===== src/rtl/scan_loader_pkg.sv =====
// Shared types and constants for the scan pattern-buffer loader.
package scan_loader_pkg;

    localparam int unsigned DEF_BUFFER_SIZE  = 32;
    localparam int unsigned DEF_BUFFER_WIDTH = 8;
    localparam int unsigned SADDR_W          = 3;

    typedef enum logic [2:0] {
        IDLE,
        FETCH,
        SHIFT_LO,
        SHIFT_HI,
        DONE
    } state_e;

endpackage


===== src/rtl/scan_loader_if.sv =====
// Host-side byte bus of the scan loader: start/addr, write stream, readback stream, status.
interface scan_loader_if #(
    parameter int unsigned BUFFER_WIDTH = scan_loader_pkg::DEF_BUFFER_WIDTH
) ();

    logic                                 start;
    logic [scan_loader_pkg::SADDR_W-1:0]  addr;
    logic [BUFFER_WIDTH-1:0]              wr_data;
    logic                                 wr_valid;
    logic                                 wr_ready;
    logic [BUFFER_WIDTH-1:0]              rd_data;
    logic                                 rd_valid;
    logic                                 busy;
    logic                                 done;

    modport master (
        output start, addr, wr_data, wr_valid,
        input  wr_ready, rd_data, rd_valid, busy, done
    );

    modport slave (
        input  start, addr, wr_data, wr_valid,
        output wr_ready, rd_data, rd_valid, busy, done
    );

endinterface


===== src/rtl/scan_clkgen.sv =====
// Serial clock generator: counts CLK_DIV clk cycles per sclk phase and drives sclk high in SHIFT_HI.
module scan_clkgen #(
    parameter int unsigned CLK_DIV = 2
) (
    input  logic clk,
    input  logic rst_n,
    input  logic active,
    input  logic hi_next,
    output logic sclk,
    output logic phase_last_c
);

    localparam int unsigned CW = $clog2(CLK_DIV + 1);

    logic [CW-1:0] cnt_q;

    assign phase_last_c = active && (cnt_q == CW'(CLK_DIV - 1));

    // Phase counter restarts at every phase boundary so both halves last CLK_DIV cycles.
    always_ff @(posedge clk or negedge rst_n) begin
        if (!rst_n) begin
            cnt_q <= '0;
            sclk  <= 1'b0;
        end else begin
            sclk <= hi_next;
            if (!active || phase_last_c) begin
                cnt_q <= '0;
            end else begin
                cnt_q <= cnt_q + CW'(1);
            end
        end
    end

endmodule


===== src/rtl/scan_loader.sv =====
// Loads BUFFER_SIZE bytes MSB-first into a selected serial pattern-buffer chain.
// Optional readback of the chain return data is enabled with SCAN_LOADER_READBACK_EN.
module scan_loader
    import scan_loader_pkg::*;
#(
    parameter int unsigned BUFFER_SIZE  = DEF_BUFFER_SIZE,
    parameter int unsigned BUFFER_WIDTH = DEF_BUFFER_WIDTH,
    parameter int unsigned CLK_DIV      = 2
) (
    input  logic               clk,
    input  logic               rst_n,
    scan_loader_if.slave       bus,
    output logic               sclk,
    output logic               sin,
    output logic               ssel,
    output logic [SADDR_W-1:0] saddr,
    input  logic               sout
);

    localparam int unsigned BCW = (BUFFER_SIZE > 1)  ? $clog2(BUFFER_SIZE)  : 1;
    localparam int unsigned BTW = (BUFFER_WIDTH > 1) ? $clog2(BUFFER_WIDTH) : 1;

    state_e                  state_q, state_n;
    logic [BCW-1:0]          byte_q, byte_n;
    logic [BTW-1:0]          bit_q, bit_n;
    logic [BUFFER_WIDTH-1:0] sreg_q, sreg_n;
    logic [SADDR_W-1:0]      saddr_n;
    logic                    busy_q, busy_n;
    logic                    ssel_n;
    logic                    wr_ready_q, wr_ready_n;
    logic                    done_q, done_n;
    logic                    phase_last_c;

`ifdef SCAN_LOADER_READBACK_EN
    logic [BUFFER_WIDTH-1:0] rsh_q, rsh_n;
    logic [BUFFER_WIDTH-1:0] rd_data_q, rd_data_n;
    logic                    rd_valid_q, rd_valid_n;
`endif

    scan_clkgen #(.CLK_DIV(CLK_DIV)) u_clkgen (
        .clk          (clk),
        .rst_n        (rst_n),
        .active       ((state_q == SHIFT_LO) || (state_q == SHIFT_HI)),
        .hi_next      (state_n == SHIFT_HI),
        .sclk         (sclk),
        .phase_last_c (phase_last_c)
    );

    // Next-state and next-output logic.
    always_comb begin
        state_n = state_q;
        byte_n  = byte_q;
        bit_n   = bit_q;
        sreg_n  = sreg_q;
        saddr_n = saddr;
        busy_n  = busy_q;
        ssel_n  = ssel;
        done_n  = 1'b0;
`ifdef SCAN_LOADER_READBACK_EN
        rsh_n      = rsh_q;
        rd_data_n  = rd_data_q;
        rd_valid_n = 1'b0;
`endif
        unique case (state_q)
            IDLE: begin
                if (bus.start) begin
                    saddr_n = bus.addr;
                    busy_n  = 1'b1;
                    ssel_n  = 1'b1;
                    byte_n  = '0;
                    bit_n   = '0;
                    state_n = FETCH;
                end
            end
            FETCH: begin
                if (bus.wr_valid && wr_ready_q) begin
                    sreg_n  = bus.wr_data;
                    bit_n   = BTW'(BUFFER_WIDTH - 1);
                    state_n = SHIFT_LO;
                end
            end
            SHIFT_LO: begin
                if (phase_last_c) begin
`ifdef SCAN_LOADER_READBACK_EN
                    // Return data is captured just before sclk rises.
                    rsh_n = {rsh_q[BUFFER_WIDTH-2:0], sout};
                    if (bit_q == '0) begin
                        rd_data_n  = {rsh_q[BUFFER_WIDTH-2:0], sout};
                        rd_valid_n = 1'b1;
                    end
`endif
                    state_n = SHIFT_HI;
                end
            end
            SHIFT_HI: begin
                if (phase_last_c) begin
                    if (bit_q != '0) begin
                        bit_n   = bit_q - BTW'(1);
                        sreg_n  = {sreg_q[BUFFER_WIDTH-2:0], 1'b0};
                        state_n = SHIFT_LO;
                    end else if (byte_q != BCW'(BUFFER_SIZE - 1)) begin
                        byte_n  = byte_q + BCW'(1);
                        state_n = FETCH;
                    end else begin
                        busy_n  = 1'b0;
                        ssel_n  = 1'b0;
                        done_n  = 1'b1;
                        state_n = DONE;
                    end
                end
            end
            DONE: begin
                byte_n  = '0;
                state_n = IDLE;
            end
            default: state_n = IDLE;
        endcase
        // The first FETCH after start is a settle cycle; later fetches are ready at once.
        wr_ready_n = (state_n == FETCH) && (state_q != IDLE);
    end

    always_ff @(posedge clk or negedge rst_n) begin
        if (!rst_n) begin
            state_q    <= IDLE;
            byte_q     <= '0;
            bit_q      <= '0;
            sreg_q     <= '0;
            saddr      <= '0;
            busy_q     <= 1'b0;
            ssel       <= 1'b0;
            wr_ready_q <= 1'b0;
            done_q     <= 1'b0;
        end else begin
            state_q    <= state_n;
            byte_q     <= byte_n;
            bit_q      <= bit_n;
            sreg_q     <= sreg_n;
            saddr      <= saddr_n;
            busy_q     <= busy_n;
            ssel       <= ssel_n;
            wr_ready_q <= wr_ready_n;
            done_q     <= done_n;
        end
    end

    assign sin          = sreg_q[BUFFER_WIDTH-1];
    assign bus.wr_ready = wr_ready_q;
    assign bus.busy     = busy_q;
    assign bus.done     = done_q;

`ifdef SCAN_LOADER_READBACK_EN
    always_ff @(posedge clk or negedge rst_n) begin
        if (!rst_n) begin
            rsh_q      <= '0;
            rd_data_q  <= '0;
            rd_valid_q <= 1'b0;
        end else begin
            rsh_q      <= rsh_n;
            rd_data_q  <= rd_data_n;
            rd_valid_q <= rd_valid_n;
        end
    end

    assign bus.rd_data  = rd_data_q;
    assign bus.rd_valid = rd_valid_q;
`else
    logic unused_sout;
    assign unused_sout  = sout;
    assign bus.rd_data  = '0;
    assign bus.rd_valid = 1'b0;
`endif

endmodule


===== src/flat_wrapper.sv =====
// flat-port wrapper written by rule: the top's interface ports become plain ports
module scan_loader_flat import scan_loader_pkg::*;
#(
    parameter int unsigned BUFFER_SIZE  = DEF_BUFFER_SIZE,
    parameter int unsigned BUFFER_WIDTH = DEF_BUFFER_WIDTH,
    parameter int unsigned CLK_DIV      = 2
)
  (clk, rst_n, sclk, sin, ssel, saddr, sout, bus_start, bus_addr, bus_wr_data, bus_wr_valid, bus_wr_ready, bus_rd_data, bus_rd_valid, bus_busy, bus_done);
  scan_loader_if #(.BUFFER_WIDTH(BUFFER_WIDTH)) bus_i ();
  input  logic clk;
  input  logic rst_n;
  output logic sclk;
  output logic sin;
  output logic ssel;
  output logic [SADDR_W-1:0] saddr;
  input  logic sout;
  input wire logic [$bits(bus_i.start)-1:0] bus_start;
  input wire logic [$bits(bus_i.addr)-1:0] bus_addr;
  input wire logic [$bits(bus_i.wr_data)-1:0] bus_wr_data;
  input wire logic [$bits(bus_i.wr_valid)-1:0] bus_wr_valid;
  output wire logic [$bits(bus_i.wr_ready)-1:0] bus_wr_ready;
  output wire logic [$bits(bus_i.rd_data)-1:0] bus_rd_data;
  output wire logic [$bits(bus_i.rd_valid)-1:0] bus_rd_valid;
  output wire logic [$bits(bus_i.busy)-1:0] bus_busy;
  output wire logic [$bits(bus_i.done)-1:0] bus_done;
  assign bus_i.start = bus_start;
  assign bus_i.addr = bus_addr;
  assign bus_i.wr_data = bus_wr_data;
  assign bus_i.wr_valid = bus_wr_valid;
  assign bus_wr_ready = bus_i.wr_ready;
  assign bus_rd_data = bus_i.rd_data;
  assign bus_rd_valid = bus_i.rd_valid;
  assign bus_busy = bus_i.busy;
  assign bus_done = bus_i.done;
  scan_loader #(.BUFFER_SIZE(BUFFER_SIZE), .BUFFER_WIDTH(BUFFER_WIDTH), .CLK_DIV(CLK_DIV)) u_core (.clk(clk), .rst_n(rst_n), .bus(bus_i), .sclk(sclk), .sin(sin), .ssel(ssel), .saddr(saddr), .sout(sout));
endmodule

===== config.mk =====
export PLATFORM = sky130hd
export DESIGN_NAME = scan_loader_flat
export DESIGN_NICKNAME = d
export VERILOG_FILES = /design/src/rtl/scan_loader_pkg.sv /design/src/rtl/scan_loader_if.sv /design/src/rtl/scan_clkgen.sv /design/src/rtl/scan_loader.sv /design/src/flat_wrapper.sv
export SDC_FILE = /design/constraint.sdc
export NUM_CORES = 1
export LEC_CHECK = 0
export ABC_CLOCK_PERIOD_IN_PS = 2890
export BUFFER_PORTS_ARGS = -buffer_cell sky130_fd_sc_hd__buf_2
export CELL_PAD_IN_SITES_DETAIL_PLACEMENT = 1
export CELL_PAD_IN_SITES_GLOBAL_PLACEMENT = 1
export CORE_UTILIZATION = 44
export DETAILED_ROUTE_END_ITERATION = 8
export GPL_ROUTABILITY_DRIVEN = 1
export HOLD_SLACK_MARGIN = 0.06
export PLACE_DENSITY_LB_ADDON = 0.2
export SETUP_SLACK_MARGIN = 0.2
export SKIP_LAST_GASP = 1
export SYNTH_ARGS = -nofsm -noshare
export SYNTH_HDL_FRONTEND = slang
export SYNTH_HIERARCHICAL = 1
export SYNTH_SLANG_ARGS = --single-unit

===== constraint.sdc =====
create_clock -name clk -period 2.89 [get_ports clk]
set_input_delay 0.4335 -clock clk [delete_from_list [all_inputs] [get_ports clk]]
set_output_delay 0.4335 -clock clk [all_outputs]
set_load 0.01 [all_outputs]

After elaboration in Yosys (flattened, before gate mapping)
Index checks and enable logic that the tools add are counted.
{"block": "totals", "ff_bits": 28, "in_bits": 16, "output_inout_bits": 18}
{"block": "classes", "n_addsub": 3, "n_eq_ne": 15, "muxes": 31, "reduce_logical": 18}
{"cell": "3-bit two-way mux", "count": 10}
{"cell": "8-bit two-way mux", "count": 3}
{"cell": "5-bit two-way mux", "count": 4}
{"cell": "8-bit case mux with 2 select lines", "count": 1}
{"cell": "5-bit case mux with 3 select lines", "count": 1}
{"cell": "5-bit AND reduction", "count": 3}
{"cell": "2-bit inequality test, second input constant", "count": 6}
{"cell": "3-bit case mux with 4 select lines", "count": 1}
{"cell": "3-bit nonzero test", "count": 4}
{"cell": "3-bit by 2-bit equality test with 1-bit output, second input constant", "count": 3}
{"cell": "3-bit case mux with 3 select lines", "count": 1}
{"cell": "1-bit two-way mux", "count": 8}
{"cell": "3-bit by 1-bit equality test with 1-bit output, second input constant", "count": 2}
{"cell": "5-bit by 1-bit adder with 5-bit output, second input constant", "count": 1}
{"cell": "5-bit inequality test, second input constant", "count": 1}
{"cell": "4-bit AND reduction", "count": 1}
{"cell": "2-bit nonzero test", "count": 2}
{"cell": "3-bit equality test, second input constant", "count": 1}
{"cell": "1-bit logical AND", "count": 3}
{"cell": "3-bit logical NOT", "count": 1}
{"cell": "3-bit by 1-bit subtractor with 3-bit output, second input constant", "count": 1}
{"cell": "2-bit by 1-bit adder with 2-bit output, second input constant", "count": 1}
{"cell": "2-bit by 1-bit equality test with 1-bit output, second input constant", "count": 1}
{"cell": "1-bit logical OR", "count": 2}
{"cell": "5 further kinds", "count": 5}

Logic depth before layout (Yosys ltp)
{"block": "logic_depth", "ltp_word": 7, "depth_mapped": 9, "ltp_nobuf": 7}

Hierarchy
Netlist, hierarchy kept.
{"mod": "scan_loader", "instances": 1, "cells_each": 140, "area_per_inst_um2": 1448.9, "seq_area_each_um2": 625.6}
{"mod": "scan_clkgen", "instances": 1, "cells_each": 8, "area_per_inst_um2": 122.6, "seq_area_each_um2": 75.1}

Worst setup path before layout
Ideal clock, no wire load.
{"block": "synth_path", "path_type": "register -> register", "start": "register u_core.byte_q[0]", "end": "register u_core.byte_q[3]", "setup_ns": 0.145, "arrival_ns": 1.639, "required_time_ns": 2.745, "setup_slack_ns": 1.106, "stages_incl_launch_ff": 7, "n_path_buf": 0, "synth_period_minus_slack_ns": 1.784, "cell_sequence": "dfrtp_1 -> ha_1 -> and3_1 -> ha_1 -> or3_1 -> o31ai_1 -> a31oi_1"}
{"block": "synth_between", "elab_chain_cells": 5}
{"item": "from (decl)", "line_no": "scan_loader.sv:24", "source": "logic [BCW-1:0] byte_q, byte_n;"}
{"item": "from (signal assigned)", "line_no": "scan_loader.sv:135", "source": "byte_q <= byte_n;"}
{"item": "5-bit by 1-bit adder with 5-bit output", "line_no": "scan_loader.sv:102", "source": "byte_n = byte_q + BCW'(1);"}
{"item": "5-bit two-way mux", "line_no": "scan_loader.sv:101", "source": "end else if (byte_q != BCW'(BUFFER_SIZE - 1)) begin"}
{"item": "5-bit two-way mux", "line_no": "scan_loader.sv:97", "source": "if (bit_q != '0) begin"}
{"item": "5-bit two-way mux", "line_no": "scan_loader.sv:96", "source": "if (phase_last_c) begin"}
{"item": "5-bit case mux with 3 select lines", "line_no": "scan_loader.sv:64", "source": "unique case (state_q)"}
Several ways; a longest one is shown, not always the timed one. The select of a mux whose other input is x is not followed.
A chain may end at the register's enable or synchronous reset.

Worst setup path in the final report
{"block": "layout_path", "start": "register u_core.state_q[2]", "end": "register u_core.byte_q[3]"}
{"block": "layout_between", "elab_chain_cells": 5}
{"item": "from (decl)", "line_no": "scan_loader.sv:23", "source": "state_e state_q, state_n;"}
{"item": "from (signal assigned)", "line_no": "scan_loader.sv:134", "source": "state_q <= state_n;"}
{"item": "3-bit by 2-bit equality test with 1-bit output", "line_no": "scan_loader.sv:43", "source": ".active ((state_q == SHIFT_LO) || (state_q == SHIFT_HI)),"}
{"item": "1-bit logical OR (*)", "line_no": "scan_loader.sv:43"}
{"item": "1-bit logical AND (*)", "line_no": "scan_clkgen.sv:17", "source": "assign phase_last_c = active && (cnt_q == CW'(CLK_DIV - 1));"}
{"item": "net u_core.phase_last_c", "line_no": "scan_loader.sv:32", "source": "logic phase_last_c;"}
{"item": "2-bit inequality test (no line) (*)"}
{"item": "5-bit AND reduction (no line) (*)"}
The timed path passes the listed nets; every way through them passes the cells marked *.

==> impl_metrics.tcl <==
set metrics [dict create \
    overflow 0 \
    leakagePower_nw 0.8328 \
    critical_path_peak_fanout 12 \
    die_h_um 61.76 \
    relSlewSlack 0.5806 \
    fin_crit_sh 0.7237 \
    layout.nets 192 \
    grt_pass1_vias 1143 \
    io_buffers 23 \
    die-area_um2 3814 \
    yosysUniqueCellTypes 43 \
    setup_viol 0 \
    cts_resized 0 \
    grt_busiest_layer "met2" \
    power_density_nw_per_um2 985.3 \
    dp_hpwl_um 2443 \
    switching_share 0.4053 \
    fin_worst_skew_ps 5.491 \
    status "complete, no violations" \
    cts_buffer_depth 2 \
    die_w_um 61.76 \
    synth_edf_count 0 \
    ys_async_sr_fraction 1.000 \
    antenna_found_initial 0 \
    yosysWarningCount 6 \
    hold_viol 0 \
    clock-sinks 28 \
    rsz0062_at_grt "false" \
    vias 1138 \
    cts_buffers 3 \
    antennaDiodeCount 0 \
    clock-root-buffer "clkbuf_4" \
    cts_max_level 1 \
    grt_start_max_net_pins 29 \
    grt_pass1_wl_um 5237 \
    ys_seq_area_frac 0.4459 \
    postRouteAntennaNets 0 \
    synth_ff_type "dfrtp_1" \
    fmax_mhz 478.1 \
    sequentialPowerShare 0.410 \
    synthToLayoutAreaGrowth_pct 9.076 \
    core_um2 3390 \
    worst_pin_slew_ps 629.1 \
    drv_slew 0 \
    start_util 0.4636 \
    p_clk_frac 0.158 \
    place_congestion 0.8652 \
    avgViaCountPerCell 5.293 \
    synth-seq-cells 28 \
    fill_cells 387 \
    avgSynthCellArea_um2 10.62 \
    crit_required_ps 3170 \
    first_pass_iters 4 \
    use_met2 0.3395 \
    netlist_area_um2 1572 \
    hold_slack_ps 78.06 \
    pwr-share-comb 0.433 \
    maxCapViolations 0 \
    drive_gt1_frac 0.3136 \
    grt.total_usage 0.1931 \
    ios 34 \
    vdd_drop_max_mv 0.4677 \
    p_int_mw 1.005 \
    grt_use_met3 0.04969 \
    wl_um 3192 \
    arrival_ps 2370 \
    hold_buffers 0 \
    grt_use_met1 0.2366 \
    rows 21 \
    tns_ps 0 \
    clk_transition_reported_paths_ps 160 \
    clock_latency_ps 340 \
    drt_iter0_drc 47 \
    crit_path_start_kind "register" \
    drc 0 \
    synthCells 148 \
    cts_tree "built" \
    min_period_ps 2092 \
    cts_setup_buffers 0 \
    wire_per_inst_um 14.85 \
    regArea_um2 700.7 \
    power_switching_mw 0.6845 \
    crit_type "reg -> reg" \
    hp-class "in -> async" \
    multi_input_area_um2 748.2 \
    end_kind "register" \
]
-- power groups by stage --
stage | combinational, mW | sequential (mW) | clock [mW]
floorplan | 0.624 | 0.655 | 0
global placement | 0.698 | 0.683 | 0
detailed placement | 0.741 | 0.704 | 0
CTS | 0.744 | 0.694 | 0.277
global route | 0.826 | 0.711 | 0.287
finish | 0.731 | 0.692 | 0.267
-- cell usage in the layout, fill, tap and decap left out, types with 2 or more instances in the layout --
cell type,instances
nor2_2,2
nand2_1,4
inv_1,8
nand3_1,4
and2_1,2
nor2_1,14
and3_1,4
a31oi_1,2
clkbuf_4,3
o21ai_0,6
nor3b_2,2
ha_1,6
buf_2,23
dfrtp_1,28
a21oi_1,3
conb_1,9
a21oi_2,8
mux2i_1,8
nand4_1,2
nor3_1,4
mux2_2,3
o211ai_1,2
-- worst paths after layout --
| kind | startpoint | to | slack (ps) | cells after the start |
|---|---|---|---|---|
| max | u_core/state_q[2]$_DFF_PN0_ | u_core/byte_q[3]$_DFFE_PN0P_ | 800 | 7 |
| min | rst_n | u_core/saddr[2]$_DFFE_PN0P_ | 80 | 1 |
| max reg2reg | u_core/state_q[2]$_DFF_PN0_ | u_core/byte_q[3]$_DFFE_PN0P_ | 800 | 7 |
| min reg2reg | u_core/u_clkgen/cnt_q[0]$_DFF_PN0_ | u_core/u_clkgen/cnt_q[0]$_DFF_PN0_ | 470 | 1 |
| max in group asynchronous | rst_n | u_core/u_clkgen/cnt_q[0]$_DFF_PN0_ | 2410 | 1 |
| min in group clk | bus_wr_data[0] | u_core/sreg_q[0]$_DFFE_PN0P_ | 280 | 3 |
-- through the flow --
stage | std cells | instance area [um^2] | power (mW) | util | setup WS (ps)
floorplan | 156 | 1602 | 1.278 | - | 1106
global placement | 211 | 1662 | 1.382 | 0.4902 | 915.8
detailed placement | 211 | 1662 | 1.445 | 0.4902 | 826.2
CTS | 215 | 1714 | 1.715 | 0.5057 | 777.5
global route | 215 | 1714 | 1.824 | 0.5057 | 636.8
finish | 215 | 1714 | 1.689 | 0.5057 | 798.4
-- sequential cells by signal, indices dropped and copies added (netlist names) --
name,flops
u_core/saddr,3
u_core/bus.busy,1
u_core/bit_q,3
u_core/bus.done,1
u_core/byte_q,5
u_core/u_clkgen/cnt_q,2
u_core/u_clkgen/sclk,1
u_core/state_q,3
u_core/bus.wr_ready,1
u_core/sreg_q,8
-- metal layers --
| layer | part of all wire | wire length [um] |
|---|---|---|
| met5 | 0 | 0 |
| met4 | 0.0097 | 31 |
| met3 | 0.028 | 88 |
| met2 | 0.54 | 1721 |
| met1 | 0.42 | 1351 |
-- cells in the mapped netlist, types with 2 or more instances --
library cell  instances  area, um^2
and2_1                2       12.51
mux2_2                3       33.78
buf_6                 2       22.52
a31oi_1               2       12.51
nand4_1               2       12.51
inv_1                 8       30.03
and3_1                4       25.02
o211ai_1              2       15.01
buf_4                12       90.09
nor2_2                2       12.51
dfrtp_1              28       700.7
a21oi_1               3       15.01
nor3_1                4       20.02
a21oi_2               8       70.07
o21ai_0               6       30.03
nand3_1               4       20.02
mux2i_1               8       80.08
nor2_1               14       52.55
nand2_1               4       15.01
nor3b_2               2       25.02
ha_1                  6       75.07
-- cell families (layout without fill, tap and decap cells) --
group	Yosys count	in the layout	share of synthesized area
mux	11	11	0.07245
fa+ha+maj	6	6	0.04777
other cells	1	9	0.002386
flops	28	28	0.4459
compound gates	31	31	0.1521
simple gates	47	47	0.1823
buf+inv	24	37	0.09714
-- cell type report --
class	count	area share
Clock buffer	3	0.01314
Clock inverter	1	0.01752
Inverter	10	0.02336
Multi-Input combinational cell	104	0.4365
Sequential cell	28	0.4088
Tap cell	46	0.03358
Timing Repair Buffer	23	0.06715
-- worst max-delay path: stages, from the launching register on --
cell	delay [ps]
dfrtp_1	490
nand2b_4	210
inv_4	140
and2_1	240
nand4b_4	140
nor3_1	430
a41oi_1	190
a31oi_1	180
(Power assumes the default switching activity.)
